`src/rtl/control_pkg.sv`:
```
// Shared encodings for the multicycle RV32I control path and its ALU.
package control_pkg;

    localparam int unsigned STATE_W = 4;
    localparam int unsigned OP_W    = 7;
    localparam int unsigned F3_W    = 3;
    localparam int unsigned F7_W    = 7;
    localparam int unsigned ALU_W   = 4;
    localparam int unsigned SEL_W   = 2;

    typedef enum logic [STATE_W-1:0] {
        RST      = 4'd0,
        FETCH    = 4'd1,
        DECODE   = 4'd2,
        MEMADR   = 4'd3,
        MEMREAD  = 4'd4,
        MEMWB    = 4'd5,
        MEMWRITE = 4'd6,
        EXECR    = 4'd7,
        EXECI    = 4'd8,
        ALUWB    = 4'd9,
        BRANCH   = 4'd10,
        TRAP     = 4'd11
    } state_t;

    // Which ALU operation a state asks for; AC_FUNCT defers to funct3/funct7.
    typedef enum logic [2:0] {
        AC_NONE  = 3'd0,
        AC_ADD   = 3'd1,
        AC_FUNCT = 3'd2,
        AC_OR    = 3'd3,
        AC_BNE   = 3'd4
    } alu_class_t;

    localparam logic [OP_W-1:0] OP_LOAD   = 7'b0000011;
    localparam logic [OP_W-1:0] OP_STORE  = 7'b0100011;
    localparam logic [OP_W-1:0] OP_RTYPE  = 7'b0110011;
    localparam logic [OP_W-1:0] OP_IMM    = 7'b0010011;
    localparam logic [OP_W-1:0] OP_BRANCH = 7'b1100011;

    localparam logic [F3_W-1:0] F3_LB  = 3'b000;
    localparam logic [F3_W-1:0] F3_SB  = 3'b000;
    localparam logic [F3_W-1:0] F3_ADD = 3'b000;
    localparam logic [F3_W-1:0] F3_AND = 3'b111;
    localparam logic [F3_W-1:0] F3_SLL = 3'b001;
    localparam logic [F3_W-1:0] F3_ORI = 3'b110;
    localparam logic [F3_W-1:0] F3_BNE = 3'b001;

    localparam logic [F7_W-1:0] F7_BASE = 7'b0000000;

    localparam logic [ALU_W-1:0] ALU_ADD = 4'b0010;
    localparam logic [ALU_W-1:0] ALU_AND = 4'b0000;
    localparam logic [ALU_W-1:0] ALU_OR  = 4'b0001;
    localparam logic [ALU_W-1:0] ALU_SLL = 4'b1000;
    localparam logic [ALU_W-1:0] ALU_BNE = 4'b0110;

    localparam logic [SEL_W-1:0] SRCA_PC    = 2'b00;
    localparam logic [SEL_W-1:0] SRCA_OLDPC = 2'b01;
    localparam logic [SEL_W-1:0] SRCA_REGA  = 2'b10;

    localparam logic [SEL_W-1:0] SRCB_REGB = 2'b00;
    localparam logic [SEL_W-1:0] SRCB_IMM  = 2'b01;
    localparam logic [SEL_W-1:0] SRCB_FOUR = 2'b10;

    localparam logic [SEL_W-1:0] RES_ALUOUT    = 2'b00;
    localparam logic [SEL_W-1:0] RES_MDR       = 2'b01;
    localparam logic [SEL_W-1:0] RES_ALURESULT = 2'b10;

endpackage

```
`src/rtl/multicycle_control_alu_dec.sv`:
```
// Combinational ALUControl map plus R-type legality check.
module alu_op_decoder
    import control_pkg::*;
(
    input  alu_class_t        alu_class,
    input  logic [F3_W-1:0]   funct3,
    input  logic [F7_W-1:0]   funct7,
    output logic [ALU_W-1:0]  alu_control_c,
    output logic              rtype_legal_c
);

    // Supported R-type ops need funct7 = 0 and one of add/and/sll.
    always_comb begin
        rtype_legal_c = 1'b0;
        if (funct7 == F7_BASE) begin
            case (funct3)
                F3_ADD, F3_AND, F3_SLL: rtype_legal_c = 1'b1;
                default:                rtype_legal_c = 1'b0;
            endcase
        end
    end

    // Operation select; idle states drive 0000.
    always_comb begin
        alu_control_c = ALU_W'(0);
        case (alu_class)
            AC_ADD: alu_control_c = ALU_ADD;
            AC_OR:  alu_control_c = ALU_OR;
            AC_BNE: alu_control_c = ALU_BNE;
            AC_FUNCT: begin
                case (funct3)
                    F3_AND:  alu_control_c = ALU_AND;
                    F3_SLL:  alu_control_c = ALU_SLL;
                    default: alu_control_c = ALU_ADD;
                endcase
            end
            default: alu_control_c = ALU_W'(0);
        endcase
    end

endmodule

```
`src/rtl/multicycle_control.sv`:
```
// Multicycle main control FSM: decodes lb/sb/add/and/sll/ori/bne and drives the datapath.
module multicycle_control
    import control_pkg::*;
#(
    parameter int unsigned CNT_WIDTH = 32
) (
    input  logic                 clk,
    input  logic                 rst_n,
    input  logic [OP_W-1:0]      opcode,
    input  logic [F3_W-1:0]      funct3,
    input  logic [F7_W-1:0]      funct7,
    input  logic                 zero,
    input  logic                 mem_ready,
    output logic                 PCWrite,
    output logic                 AdrSrc,
    output logic                 MemRead,
    output logic                 MemWrite,
    output logic                 IRWrite,
    output logic                 RegWrite,
    output logic [SEL_W-1:0]     ALUSrcA,
    output logic [SEL_W-1:0]     ALUSrcB,
    output logic [SEL_W-1:0]     ResultSrc,
    output logic [ALU_W-1:0]     ALUControl,
    output logic                 illegal,
    output logic                 retire,
    output logic [CNT_WIDTH-1:0] retired_count
);

    state_t     state_q;
    state_t     state_d;
    alu_class_t alu_class;
    logic       rtype_legal;

    alu_op_decoder u_alu_dec (
        .alu_class     (alu_class),
        .funct3        (funct3),
        .funct7        (funct7),
        .alu_control_c (ALUControl),
        .rtype_legal_c (rtype_legal)
    );

    // State register; async reset lands in RST so outputs drop at once.
    always_ff @(posedge clk or negedge rst_n) begin
        if (!rst_n) state_q <= RST;
        else        state_q <= state_d;
    end

    // Retired-instruction counter, wraps naturally.
    always_ff @(posedge clk or negedge rst_n) begin
        if (!rst_n)      retired_count <= CNT_WIDTH'(0);
        else if (retire) retired_count <= retired_count + CNT_WIDTH'(1);
    end

    // Next-state and Moore outputs (plus zero/mem_ready qualified enables).
    always_comb begin
        state_d   = state_q;
        PCWrite   = 1'b0;
        AdrSrc    = 1'b0;
        MemRead   = 1'b0;
        MemWrite  = 1'b0;
        IRWrite   = 1'b0;
        RegWrite  = 1'b0;
        ALUSrcA   = SRCA_PC;
        ALUSrcB   = SRCB_REGB;
        ResultSrc = RES_ALUOUT;
        alu_class = AC_NONE;
        illegal   = 1'b0;
        retire    = 1'b0;

        case (state_q)
            RST: state_d = FETCH;

            FETCH: begin
                MemRead   = 1'b1;
                ALUSrcB   = SRCB_FOUR;
                ResultSrc = RES_ALURESULT;
                alu_class = AC_ADD;
                IRWrite   = mem_ready;
                PCWrite   = mem_ready;
                if (mem_ready) state_d = DECODE;
            end

            DECODE: begin
                // Branch target into ALUOut while the opcode is classified.
                ALUSrcA   = SRCA_OLDPC;
                ALUSrcB   = SRCB_IMM;
                alu_class = AC_ADD;
                case (opcode)
                    OP_LOAD:   state_d = (funct3 == F3_LB)  ? MEMADR : TRAP;
                    OP_STORE:  state_d = (funct3 == F3_SB)  ? MEMADR : TRAP;
                    OP_RTYPE:  state_d = rtype_legal        ? EXECR  : TRAP;
                    OP_IMM:    state_d = (funct3 == F3_ORI) ? EXECI  : TRAP;
                    OP_BRANCH: state_d = (funct3 == F3_BNE) ? BRANCH : TRAP;
                    default:   state_d = TRAP;
                endcase
            end

            MEMADR: begin
                ALUSrcA   = SRCA_REGA;
                ALUSrcB   = SRCB_IMM;
                alu_class = AC_ADD;
                state_d   = (opcode == OP_STORE) ? MEMWRITE : MEMREAD;
            end

            MEMREAD: begin
                AdrSrc  = 1'b1;
                MemRead = 1'b1;
                if (mem_ready) state_d = MEMWB;
            end

            MEMWB: begin
                ResultSrc = RES_MDR;
                RegWrite  = 1'b1;
                retire    = 1'b1;
                state_d   = FETCH;
            end

            MEMWRITE: begin
                AdrSrc   = 1'b1;
                MemWrite = 1'b1;
                retire   = mem_ready;
                if (mem_ready) state_d = FETCH;
            end

            EXECR: begin
                ALUSrcA   = SRCA_REGA;
                ALUSrcB   = SRCB_REGB;
                alu_class = AC_FUNCT;
                state_d   = ALUWB;
            end

            EXECI: begin
                ALUSrcA   = SRCA_REGA;
                ALUSrcB   = SRCB_IMM;
                alu_class = AC_OR;
                state_d   = ALUWB;
            end

            ALUWB: begin
                ResultSrc = RES_ALUOUT;
                RegWrite  = 1'b1;
                retire    = 1'b1;
                state_d   = FETCH;
            end

            BRANCH: begin
                // bne-compare gives 0 when operands differ, so zero=1 is taken.
                ALUSrcA   = SRCA_REGA;
                ALUSrcB   = SRCB_REGB;
                alu_class = AC_BNE;
                ResultSrc = RES_ALUOUT;
                PCWrite   = zero;
                retire    = 1'b1;
                state_d   = FETCH;
            end

            TRAP: illegal = 1'b1;

            default: state_d = RST;
        endcase
    end

endmodule

```
`config.mk`:
```
export PLATFORM = sky130hd
export DESIGN_NAME = multicycle_control
export DESIGN_NICKNAME = d
export VERILOG_FILES = /design/src/rtl/control_pkg.sv /design/src/rtl/multicycle_control_alu_dec.sv /design/src/rtl/multicycle_control.sv
export SDC_FILE = /design/constraint.sdc
export NUM_CORES = 1
export LEC_CHECK = 0
export BUFFER_PORTS_ARGS = -buffer_cell sky130_fd_sc_hd__buf_2
export CAP_MARGIN = 20
export CORE_MARGIN = 2
export CORE_UTILIZATION = 50
export DETAILED_ROUTE_END_ITERATION = 8
export GPL_ROUTABILITY_DRIVEN = 1
export GPL_TIMING_DRIVEN = 0
export PLACE_DENSITY = 0.84
export SYNTH_ARGS = -nofsm -noshare
export SYNTH_HDL_FRONTEND = slang
export SYNTH_SLANG_ARGS = --single-unit
export TNS_END_PERCENT = 1
```
`constraint.sdc`:
```
create_clock -name clk -period 2.6 [get_ports clk]
set_input_delay 0.13 -clock clk [delete_from_list [all_inputs] [get_ports clk]]
set_output_delay 0.13 -clock clk [all_outputs]
set_load 0.02 [all_outputs]
```
==> results of run 1 <==
-- worst max-delay path by stage --
stage	endpoint	slack (ns)	depth (start not counted)
after floorplan	retired_count[25]$_DFFE_PN0P_	0.71	5
after global placement	retired_count[31]$_DFFE_PN0P_	0.51	5
after detailed placement	retired_count[25]$_DFFE_PN0P_	0.49	5
after CTS	retired_count[25]$_DFFE_PN0P_	0.36	5
after global routing	retired_count[27]$_DFFE_PN0P_	0.16	5
final	retired_count[25]$_DFFE_PN0P_	0.37	5
-- kinds of logic (layout without fill, tap and decap cells) --
family,after synthesis,in the layout,synth area share [%]
XOR/XNOR,35,35,15.18
AO/OA/AOI/OAI,21,21,8.055
adder cells (fa/ha/maj),1,1,0.6195
multiplexers,1,1,0.5576
buffers and inverters,11,90,2.106
AND/OR/NAND/NOR,109,109,28.87
flip-flops,36,36,44.61
-- power by group through the flow --
| stage | clock (W) | combinational, W | sequential (W) |
|---|---|---|---|
| final | 0.000481 | 0.00102 | 0.000736 |
| after global routing | 0.000509 | 0.00113 | 0.000748 |
| after CTS | 0.000483 | 0.00103 | 0.000733 |
| after detailed placement | 0 | 0.00102 | 0.000741 |
| after global placement | 0 | 0.000997 | 0.000737 |
| after floorplan | 0 | 0.000680 | 0.000773 |
-- through the flow --
step	worst slack (ns)	power, W	util [%]	cells
2_1_floorplan	0.7053	0.001453	-	214
3_3_place_gp	0.5064	0.001733	61.69	334
3_5_place_dp	0.4880	0.001760	61.69	334
4_1_cts	0.3575	0.002242	64.68	343
5_1_grt	0.1646	0.002384	64.68	343
6_report	0.3656	0.002239	64.68	343
-- layer usage --
metal / global-route usage [%] / share of wire [%]
met5: 0 / 0
met4: 6.888 / 1.4
met3: 6.000 / 5.8
met2: 36.76 / 50
met1: 29.37 / 43
-- area by class of cell --
type,instances,area (um2),area share [%]
multi-input combinational,167,1076,42.20
sequential,36,900.9,35.33
timing repair buffer,71,360.3,14.13
clock buffer,6,72.57,2.846
tap,50,62.56,2.453
clock inverter,2,35.03,1.374
inverter,6,22.52,0.8832
buffer,5,20.02,0.7851
-- cell usage after synthesis, types with 2 or more instances --
| library cell | number |
|---|---|
| nor4bb_1 | 2 |
| nand2b_1 | 5 |
| nor2b_1 | 3 |
| a211o_1 | 2 |
| nor3_1 | 10 |
| dfrtp_1 | 36 |
| inv_1 | 6 |
| and3_1 | 3 |
| xor2_1 | 12 |
| xnor2_1 | 23 |
| nand2_1 | 28 |
| nand3_1 | 13 |
| nor3_2 | 2 |
| nor4_1 | 3 |
| clkbuf_1 | 4 |
| o21ai_0 | 5 |
| nor2_1 | 23 |
| nand4_1 | 9 |
| o22ai_1 | 3 |
| a21oi_1 | 4 |
-- worst register-to-register path, delay by kind of cell (launching register included) --
kind,cells,cell delay (ns)
XOR/XNOR,1,0.18
flip-flops,1,0.47
AND/OR/NAND/NOR,4,1.52
-- registers in the layout, summed over array words and instances, names as in the netlist --
name and count:
state_q 4, retired_count 32
==> flow_metrics.py, run 1 <==
metrics = {
    "timing": {
        "drv_slew": 0,
        "max-slew-margin-rel_pct": 47.25,
        "hold_ws_ns": 0.1762,
        "rsz0062_at_grt": "no",
        "period_minus_slack_ns": 2.234,
        "tightest_slew_ns": 0.7913,
        "max_freq_ghz": 0.4475,
        "finalCritPeriodShare_pct": 85.94,
        "setup_tns_ns": 0,
        "hold_viol": 0,
        "finalSetupViolCount": 0,
        "skew_ns": 0.009979,
    },
    "logic_synthesis": {
        "ys_types": 38,
        "synth_area_leader_cell": "dfrtp_1",
        "synth_warnings": 0,
        "syn_nets": 236,
        "ys_seq_elements": 36,
        "syn_avg_cell_area_um2": 9.437,
        "synth_ff_type": "dfrtp_1",
        "synth_edf_count": 0,
        "syn_area_mm2": 0.002019,
        "synth_area_leaders": "dfrtp_1, xnor2_1, nand2_1",
        "netlist_instances": 214,
        "ys_async_sr_fraction_pct": 100.0,
        "synth_top_area_share_pct": 44.61,
        "ys_seq_area_share_pct": 44.61,
    },
    "floorplan": {
        "die_width_um": 67.55,
        "die_area_mm2": 0.004563,
        "fp-row-count": 23,
        "io_pins": 71,
        "coreArea_mm2": 0.003943,
        "start_util_pct": 51.22,
        "die_h_um": 67.55,
    },
    "clock_network": {
        "ctsHoldBuffers": 1,
        "clock_latency_ns": 0.28,
        "cts_root_buf": "clkbuf_8",
        "cts_max_path_buffers": 2,
        "cts_made_buffers": 5,
        "post_cts_resize_count": 0,
        "cts_sinks": 36,
        "cts_tree": "built",
        "cts.reportedPaths.clkPinSlew_ns": 0.07,
        "post_cts_buffers": 0,
        "cts.htree.levels": 2,
    },
    "place": {
        "place_congestion": 0.8699,
        "placed_area_mm2": 0.002432,
        "numPortBuffers": 70,
        "hpwl_um": 3569,
    },
    "worst_setup_path": {
        "path_max_fanout": 6,
        "cp_slowest_cell": "nor4_1",
        "r2r-start": "retired_count[7]$_DFFE_PN0P_",
        "max_stage_delay_ns": 0.63,
        "crit_arrival_ns": 2.44,
        "crit_required_ns": 2.81,
        "crit_family": "simple AND/OR/NAND/NOR gates",
        "crit_top_cell": "nand4_1",
        "cp.buffers_inverters": 0,
        "crit_path_start_kind": "flip-flop",
        "reg2reg_to": "retired_count[25]$_DFFE_PN0P_",
        "setup.worst_path.start": "retired_count[7]$_DFFE_PN0P_",
        "critPathCaptureType": "flip-flop",
        "r2r_cells": 5,
        "crit_type": "flip-flop to flip-flop",
        "path_cells": "nand4_1 -> nor4_1 -> nand4_1 -> nor3_1 -> xor2_1",
        "ff2ff_setup_slack_ns": 0.37,
    },
    "global_route": {
        "gr-usage-all-layers_pct": 22.61,
        "grt_max_degree": 37,
        "grt_overflow_total": 0,
        "grt_pass1_wl_um": 7755,
        "grt_pass1_vias": 1676,
        "antenna_found_initial": 0,
    },
    "final_layout": {
        "fillers": 327,
        "layout_commonest_cell": "buf_2",
        "diodes": 0,
        "final_cell_area_mm2": 0.002550,
        "layout_common_cells": "buf_2, dfrtp_1, nand2_1",
        "drive_gt1_share_pct": 29.35,
        "final_nets": 314,
        "syn_to_final_growth_pct": 26.27,
    },
    "route": {
        "wl_per_cell_um": 13.92,
        "via_count": 1862,
        "drt_iter0_drc": 107,
        "ant_nets": 0,
        "vias_per_cell": 5.429,
        "routed_wl_um": 4776,
        "drtPass1Iterations": 4,
        "drc_errors": 0,
    },
    "hold_path": {
        "whs_path_depth": 4,
        "hold_end": "state_q[2]$_DFFE_PN0P_",
        "hold_path.startpoint": "funct7[2]",
        "min_path_type": "input pin to flip-flop",
    },
    "pwr": {
        "p_sw_share_pct": 43.49,
        "ir_drop_mv": 0.7212,
        "clkPwrFrac_pct": 21.5,
        "intPower_w": 0.001265,
        "p_per_area_mw_per_mm2": 878.1,
        "leakage_nw": 1.271,
        "p_sw_w": 0.0009739,
        "pwr-share-seq_pct": 32.9,
        "p_comb_share_pct": 45.7,
    },
    "run_status": {
        "outcome": "completed",
    },
    "run": {
        "drv_cap": 0,
    },
}
Note: power is estimated with default switching activity, not from simulation.
==> inputs of run 2 (changes only) <==
CORE_ASPECT_RATIO = 0.75   (was unset)
==> flow_metrics.py, run 2 (synthesis gave the netlist of run 1 again) <==
metrics = {
    "timing": {
        "setup_tns_ns": 0,
        "skew_ns": 0.006488,
        "finalSetupViolCount": 0,
        "drv_slew": 0,
        "period_minus_slack_ns": 2.145,
        "worst_slack_ns": 0.4551,
        "hold_viol": 0,
        "finalCritPeriodShare_pct": 82.49,
        "max_freq_ghz": 0.4662,
        "max-slew-margin-rel_pct": 48.36,
        "tightest_slew_ns": 0.7746,
        "rsz0062_at_grt": "no",
    },
    "place": {
        "hpwl_um": 3438,
        "place_congestion": 0.8972,
        "placed_area_mm2": 0.002435,
        "dpl_worst_slack_ns": 0.4802,
        "post-place-cells": 336,
        "numPortBuffers": 70,
    },
    "global_route": {
        "grt_pass1_vias": 1628,
        "grt_max_degree": 37,
        "gr-usage-all-layers_pct": 20.88,
        "antenna_found_initial": 0,
        "grt_pass1_wl_um": 7403,
        "grt_overflow_total": 0,
    },
    "clock_network": {
        "cts_made_buffers": 5,
        "post_cts_buffers": 0,
        "ctsHoldBuffers": 1,
        "clock_latency_ns": 0.29,
        "cts_max_path_buffers": 2,
        "cts.reportedPaths.clkPinSlew_ns": 0.07,
        "cts_root_buf": "clkbuf_8",
        "post_cts_resize_count": 0,
        "cts_sinks": 36,
        "cts_tree": "built",
        "cts.htree.levels": 2,
    },
    "worst_setup_path": {
        "max_stage_delay_ns": 0.64,
        "critPathCaptureType": "flip-flop",
        "crit_required_ns": 2.81,
        "r2r_cells": 5,
        "path_cells": "nand4_1 -> nor4_1 -> nand4_1 -> nor3_1 -> xor2_1",
        "path_max_fanout": 5,
        "crit_top_cell": "nand4_1",
        "r2r-start": "retired_count[8]$_DFFE_PN0P_",
        "crit_arrival_ns": 2.36,
        "crit_family": "simple AND/OR/NAND/NOR gates",
        "cp_slowest_cell": "nor4_1",
        "cp.buffers_inverters": 0,
        "reg2reg_to": "retired_count[31]$_DFFE_PN0P_",
        "ff2ff_setup_slack_ns": 0.46,
        "crit_type": "flip-flop to flip-flop",
        "crit_path_start_kind": "flip-flop",
        "path_depth": 5,
    },
    "final_layout": {
        "largest_register_ffs": 32,
        "syn_to_final_growth_pct": 26.39,
        "layout_common_cells": "buf_2, dfrtp_1, nand2_1",
        "drive_gt1_share_pct": 29.35,
        "final_cell_area_mm2": 0.002552,
        "reg_top3": "retired_count x32, state_q x4",
        "layout_commonest_cell": "buf_2",
        "regMostFlops": "retired_count",
        "diodes": 0,
        "final_cells": 345,
        "final_nets": 314,
    },
    "route": {
        "wl_per_cell_um": 13.06,
        "drt_iter0_drc": 110,
        "routed_wl_um": 4504,
        "drc_errors": 0,
        "ant_nets": 0,
        "via_count": 1843,
        "vias_per_cell": 5.342,
        "drtPass1Iterations": 4,
    },
    "hold_path": {
        "whs_path_depth": 4,
        "hold_end": "state_q[2]$_DFFE_PN0P_",
        "hold_path.startpoint": "funct7[3]",
        "min_path_type": "input pin to flip-flop",
    },
    "pwr": {
        "p_comb_share_pct": 46.1,
        "finalPower_w": 0.002231,
        "intPower_w": 0.001266,
        "p_per_area_mw_per_mm2": 873.9,
        "pwr-share-seq_pct": 32.7,
        "clkPwrFrac_pct": 21.2,
        "p_sw_w": 0.0009651,
        "ir_drop_mv": 0.4756,
        "leakage_nw": 1.271,
        "p_sw_share_pct": 43.26,
    },
    "run_status": {
        "outcome": "completed",
    },
    "floorplan": {
        "start_util_pct": 53.76,
        "die_width_um": 77.39,
        "coreArea_mm2": 0.003756,
        "die_h_um": 59.04,
        "fp-row-count": 19,
        "io_pins": 71,
        "die_area_mm2": 0.004568,
    },
    "run": {
        "drv_cap": 0,
    },
}
[run 2: cell counts in the layout (fill, tap and decap cells not counted)]
Identical to the previous run, type by type.
[run 2: power groups by stage]
stage	registers, W	logic [W]	clock network [W]
global route	0.000741	0.00112	0.000509
floorplan	0.000773	0.000680	0
detailed placement	0.000736	0.00102	0
finish	0.000729	0.00103	0.000473
CTS	0.000726	0.00102	0.000486
global placement	0.000733	0.00101	0
[run 2: worst max path at each step]
stage	end	startpoint
after floorplan	retired_count[25]$_DFFE_PN0P_	retired_count[7]$_DFFE_PN0P_
after global placement	retired_count[31]$_DFFE_PN0P_	retired_count[7]$_DFFE_PN0P_
after detailed placement	retired_count[31]$_DFFE_PN0P_	retired_count[8]$_DFFE_PN0P_
after CTS	retired_count[31]$_DFFE_PN0P_	retired_count[8]$_DFFE_PN0P_
after global routing	retired_count[27]$_DFFE_PN0P_	retired_count[8]$_DFFE_PN0P_
final	retired_count[31]$_DFFE_PN0P_	retired_count[8]$_DFFE_PN0P_
[run 2: through the flow]
step | util, % | hold slack [ns]
CTS | 67.95 | 0.1523
floorplan | - | -0.1656
finish | 67.95 | 0.1650
global placement | 64.82 | 0.2455
detailed placement | 64.82 | 0.2477
global route | 67.95 | 0.2223
[run 2: metal layers]
metal	global-route usage [%]	part of all wire (%)
met4	7.398	1.1
met3	4.573	8.0
met2	31.06	43
met5	0	0
met1	30.49	47
[run 2: worst register-to-register path, stage by stage, from the launching register on]
cell and delay [ns]:
dfrtp_1 0.43, nand4_1 0.18, nor4_1 0.64, nand4_1 0.37
nor3_1 0.28, xor2_1 0.17
[run 2: area by class of cell]
class                      count  area [um2]
tap                           52       65.06
inverter                       6       22.52
buffer                         5       20.02
multi-input combinational    167        1076
sequential                    36       900.9
timing repair buffer          71       360.3
clock buffer                   6       72.57
fill                         326        1204
clock inverter                 2       35.03
==> inputs of run 3 (changes only) <==
ABC_AREA = 1   (was unset)
PLACE_DENSITY = 0.81   (was 0.84)
clock period = 2 ns   (was 2.6 ns; I/O delays follow)
==> flow_metrics.py, run 3 <==
metrics = {
    "logic_synthesis": {
        "ys_async_sr_fraction_pct": 100.0,
        "synth_edf_count": 0,
        "netlist_instances": 409,
        "syn_avg_cell_area_um2": 6.336,
        "ys_seq_elements": 36,
        "syn_nets": 431,
        "synth_top_area_share_pct": 34.77,
        "synth_commonest_cells": "nand2_1, nor2_1, inv_1, dfrtp_1, nand3_1",
        "syn_area_mm2": 0.002591,
        "synth_warnings": 0,
        "ys_types": 27,
        "synth_area_leader_cell": "dfrtp_1",
        "yosysMostFrequentCell": "nand2_1",
        "synth_ff_type": "dfrtp_1",
        "synth_area_leaders": "dfrtp_1, nand2_1, nor2_1",
        "ys_seq_area_share_pct": 34.77,
    },
    "clock_network": {
        "cts_tree": "built",
        "clock_latency_ns": 0.28,
        "cts_root_buf": "clkbuf_8",
        "post_cts_buffers": 0,
        "cts_made_buffers": 5,
        "cts_max_path_buffers": 2,
        "cts.reportedPaths.clkPinSlew_ns": 0.06,
        "cts.htree.levels": 2,
        "cts_sinks": 36,
    },
    "global_route": {
        "use_met1_pct": 36.98,
        "grt_pass1_wl_um": 11450,
        "grt_overflow_total": 0,
        "grt.busiest_layer": "met1",
        "gr-usage-all-layers_pct": 25.09,
        "grt_pass1_vias": 2524,
        "use_met3_pct": 7.491,
        "antenna_found_initial": 0,
        "met2_usage_pct": 36.26,
        "grt_max_degree": 37,
    },
    "route": {
        "routed_wl_um": 6748,
        "drc_errors": 0,
        "vias_per_cell": 5.165,
        "via_count": 2815,
        "drt_iter0_drc": 229,
        "drtPass1Iterations": 5,
        "wl_per_cell_um": 12.38,
        "ant_nets": 0,
    },
    "pwr": {
        "intPower_w": 0.0009739,
        "p_sw_w": 0.0002695,
        "clkPwrFrac_pct": 36.7,
        "pwr-share-seq_pct": 58.5,
        "p_per_area_mw_per_mm2": 401.7,
        "p_sw_share_pct": 21.68,
        "p_comb_share_pct": 4.7,
        "leakage_nw": 1.734,
        "ir_drop_mv": 0.3488,
    },
    "timing": {
        "rsz0062_at_grt": "no",
        "setup_tns_ns": 0,
        "skew_ns": 0.007493,
        "max-slew-margin-rel_pct": 47.36,
        "finalSetupViolCount": 0,
        "drv_slew": 0,
        "tightest_slew_ns": 0.7896,
        "finalCritPeriodShare_pct": 89.91,
        "hold_viol": 0,
        "max_freq_ghz": 0.5561,
        "period_minus_slack_ns": 1.798,
        "worst_slack_ns": 0.2019,
    },
    "floorplan": {
        "coreArea_mm2": 0.004955,
        "die_area_mm2": 0.005780,
        "die_h_um": 66.35,
        "die_width_um": 87.13,
        "start_util_pct": 52.30,
        "fp-row-count": 22,
        "io_pins": 71,
    },
    "worst_setup_path": {
        "path_cells": "inv_2 -> nor2_4 -> nand2_2 -> nor2_4 -> nand2_2 -> nand3_4 -> buf_2 -> buf_2",
        "cp_slowest_cell": "dfrtp_1",
        "cp.buffers_inverters": 3,
        "crit_type": "flip-flop to output port",
        "crit_family": "simple AND/OR/NAND/NOR gates",
        "crit_arrival_ns": 1.70,
        "max_stage_delay_ns": 0.41,
        "crit_required_ns": 1.90,
        "ff2ff_setup_slack_ns": 0.26,
        "path_max_fanout": 10,
        "crit_path_start_kind": "flip-flop",
        "critPathCaptureType": "output port",
    },
    "place": {
        "hpwl_um": 5424,
        "placed_area_mm2": 0.003017,
        "numPortBuffers": 70,
        "dpl_worst_slack_ns": 0.2973,
        "place_congestion": 0.9775,
    },
    "final_layout": {
        "layout_common_cells": "nand2_1, buf_2, nor2_1",
        "final_nets": 509,
        "final_cell_area_mm2": 0.003095,
        "diodes": 0,
        "layout_commonest_cell": "nand2_1",
        "reg_top3": "retired_count x32, state_q x4",
        "drive_gt1_share_pct": 18.76,
        "fillers": 477,
        "syn_to_final_growth_pct": 19.46,
        "regMostFlops": "retired_count",
        "largest_register_ffs": 32,
    },
    "hold_path": {
        "min_path_type": "input pin to flip-flop",
    },
    "run_status": {
        "outcome": "completed",
    },
    "run": {
        "drv_cap": 0,
    },
}
==> run 3: cell types whose count changed in the layout (fill, tap and decap cells not counted), sizes merged, moves of 11 or more <==
cell	delta
inv	+46
nand2	+136
nand3	+11
nor2	+35
o21ai	+11
xnor2	-18
==> run 3: what timing repair did <==
item / 4_1_cts / 5_1_grt
hold buffers: 1 / 0
hold endpoints to repair: 36 / 0
gates resized for setup: 0 / 0
==> run 3: layout make-up <==
cell class,instances,area [um2],area share (%)
buffer,4,31.28,1.011
clock buffer,5,68.82,2.223
inverter,52,195.2,6.306
multi-input combinational,317,1464,47.29
sequential,36,900.9,29.10
tap,60,75.07,2.425
timing repair buffer,71,360.3,11.64
==> run 3: kinds of logic (layout without fill, tap and decap cells) <==
kind of cell,count (synthesis),in the layout,synth area share (%)
fa+ha+maj,1,1,0.4828
flops,36,36,34.77
simple gates,281,281,46.89
xor+xnor,14,14,4.732
compound gates,21,21,4.394
buf+inv,56,132,8.739
==> run 3: power groups by stage <==
stage                     clock network [W]  registers [W]  logic [W]
after floorplan                           0       0.000742  0.0000161
after global placement                    0       0.000742  0.0000558
after detailed placement                  0       0.000742  0.0000579
after CTS                          0.000465       0.000728  0.0000596
after global routing               0.000501       0.000727  0.0000688
final                              0.000457       0.000728  0.0000585
==> run 3: worst min-delay path: cells and delay by family <==
family,cells,cell delay [ns]
buffers and inverters,1,0.07
AND/OR/NAND/NOR,4,0.29
==> run 3: through the flow <==
| stage | std cells | hold slack (ns) | total power [W] | util (%) |
|---|---|---|---|---|
| finish | 545 | 0.2181 | 0.001243 | 62.47 |
| global route | 545 | 0.2559 | 0.001297 | 62.47 |
| CTS | 545 | 0.2117 | 0.001253 | 62.47 |
| detailed placement | 539 | 0.2379 | 0.0007996 | 60.88 |
| global placement | 539 | 0.2274 | 0.0007975 | 60.88 |
| floorplan | 409 | -0.1956 | 0.0007580 | - |
==> run 3: per-layer routing <==
metal | vias to the layer above | part of all wire, %
met3 | 6 | 9.3
met5 | - | 0
met1 | 1277 | 50
li1 | 1428 | -
met4 | 0 | 0.62
met2 | 104 | 40
==> run 3: final timing paths <==
| kind | startpoint | to | cells after the start |
|---|---|---|---|
| setup / recovery | state_q[2]$_DFFE_PN0P_ | retire | 8 |
| hold / removal | funct7[4] | state_q[3]$_DFFE_PN0P_ | 5 |
| setup reg to reg | retired_count[0]$_DFFE_PN0P_ | retired_count[14]$_DFFE_PN0P_ | 7 |
| hold reg to reg | retired_count[6]$_DFFE_PN0P_ | retired_count[6]$_DFFE_PN0P_ | 1 |
| max in group asynchronous | rst_n | retired_count[22]$_DFFE_PN0P_ | 2 |
| min in group asynchronous | rst_n | retired_count[26]$_DFFE_PN0P_ | 2 |
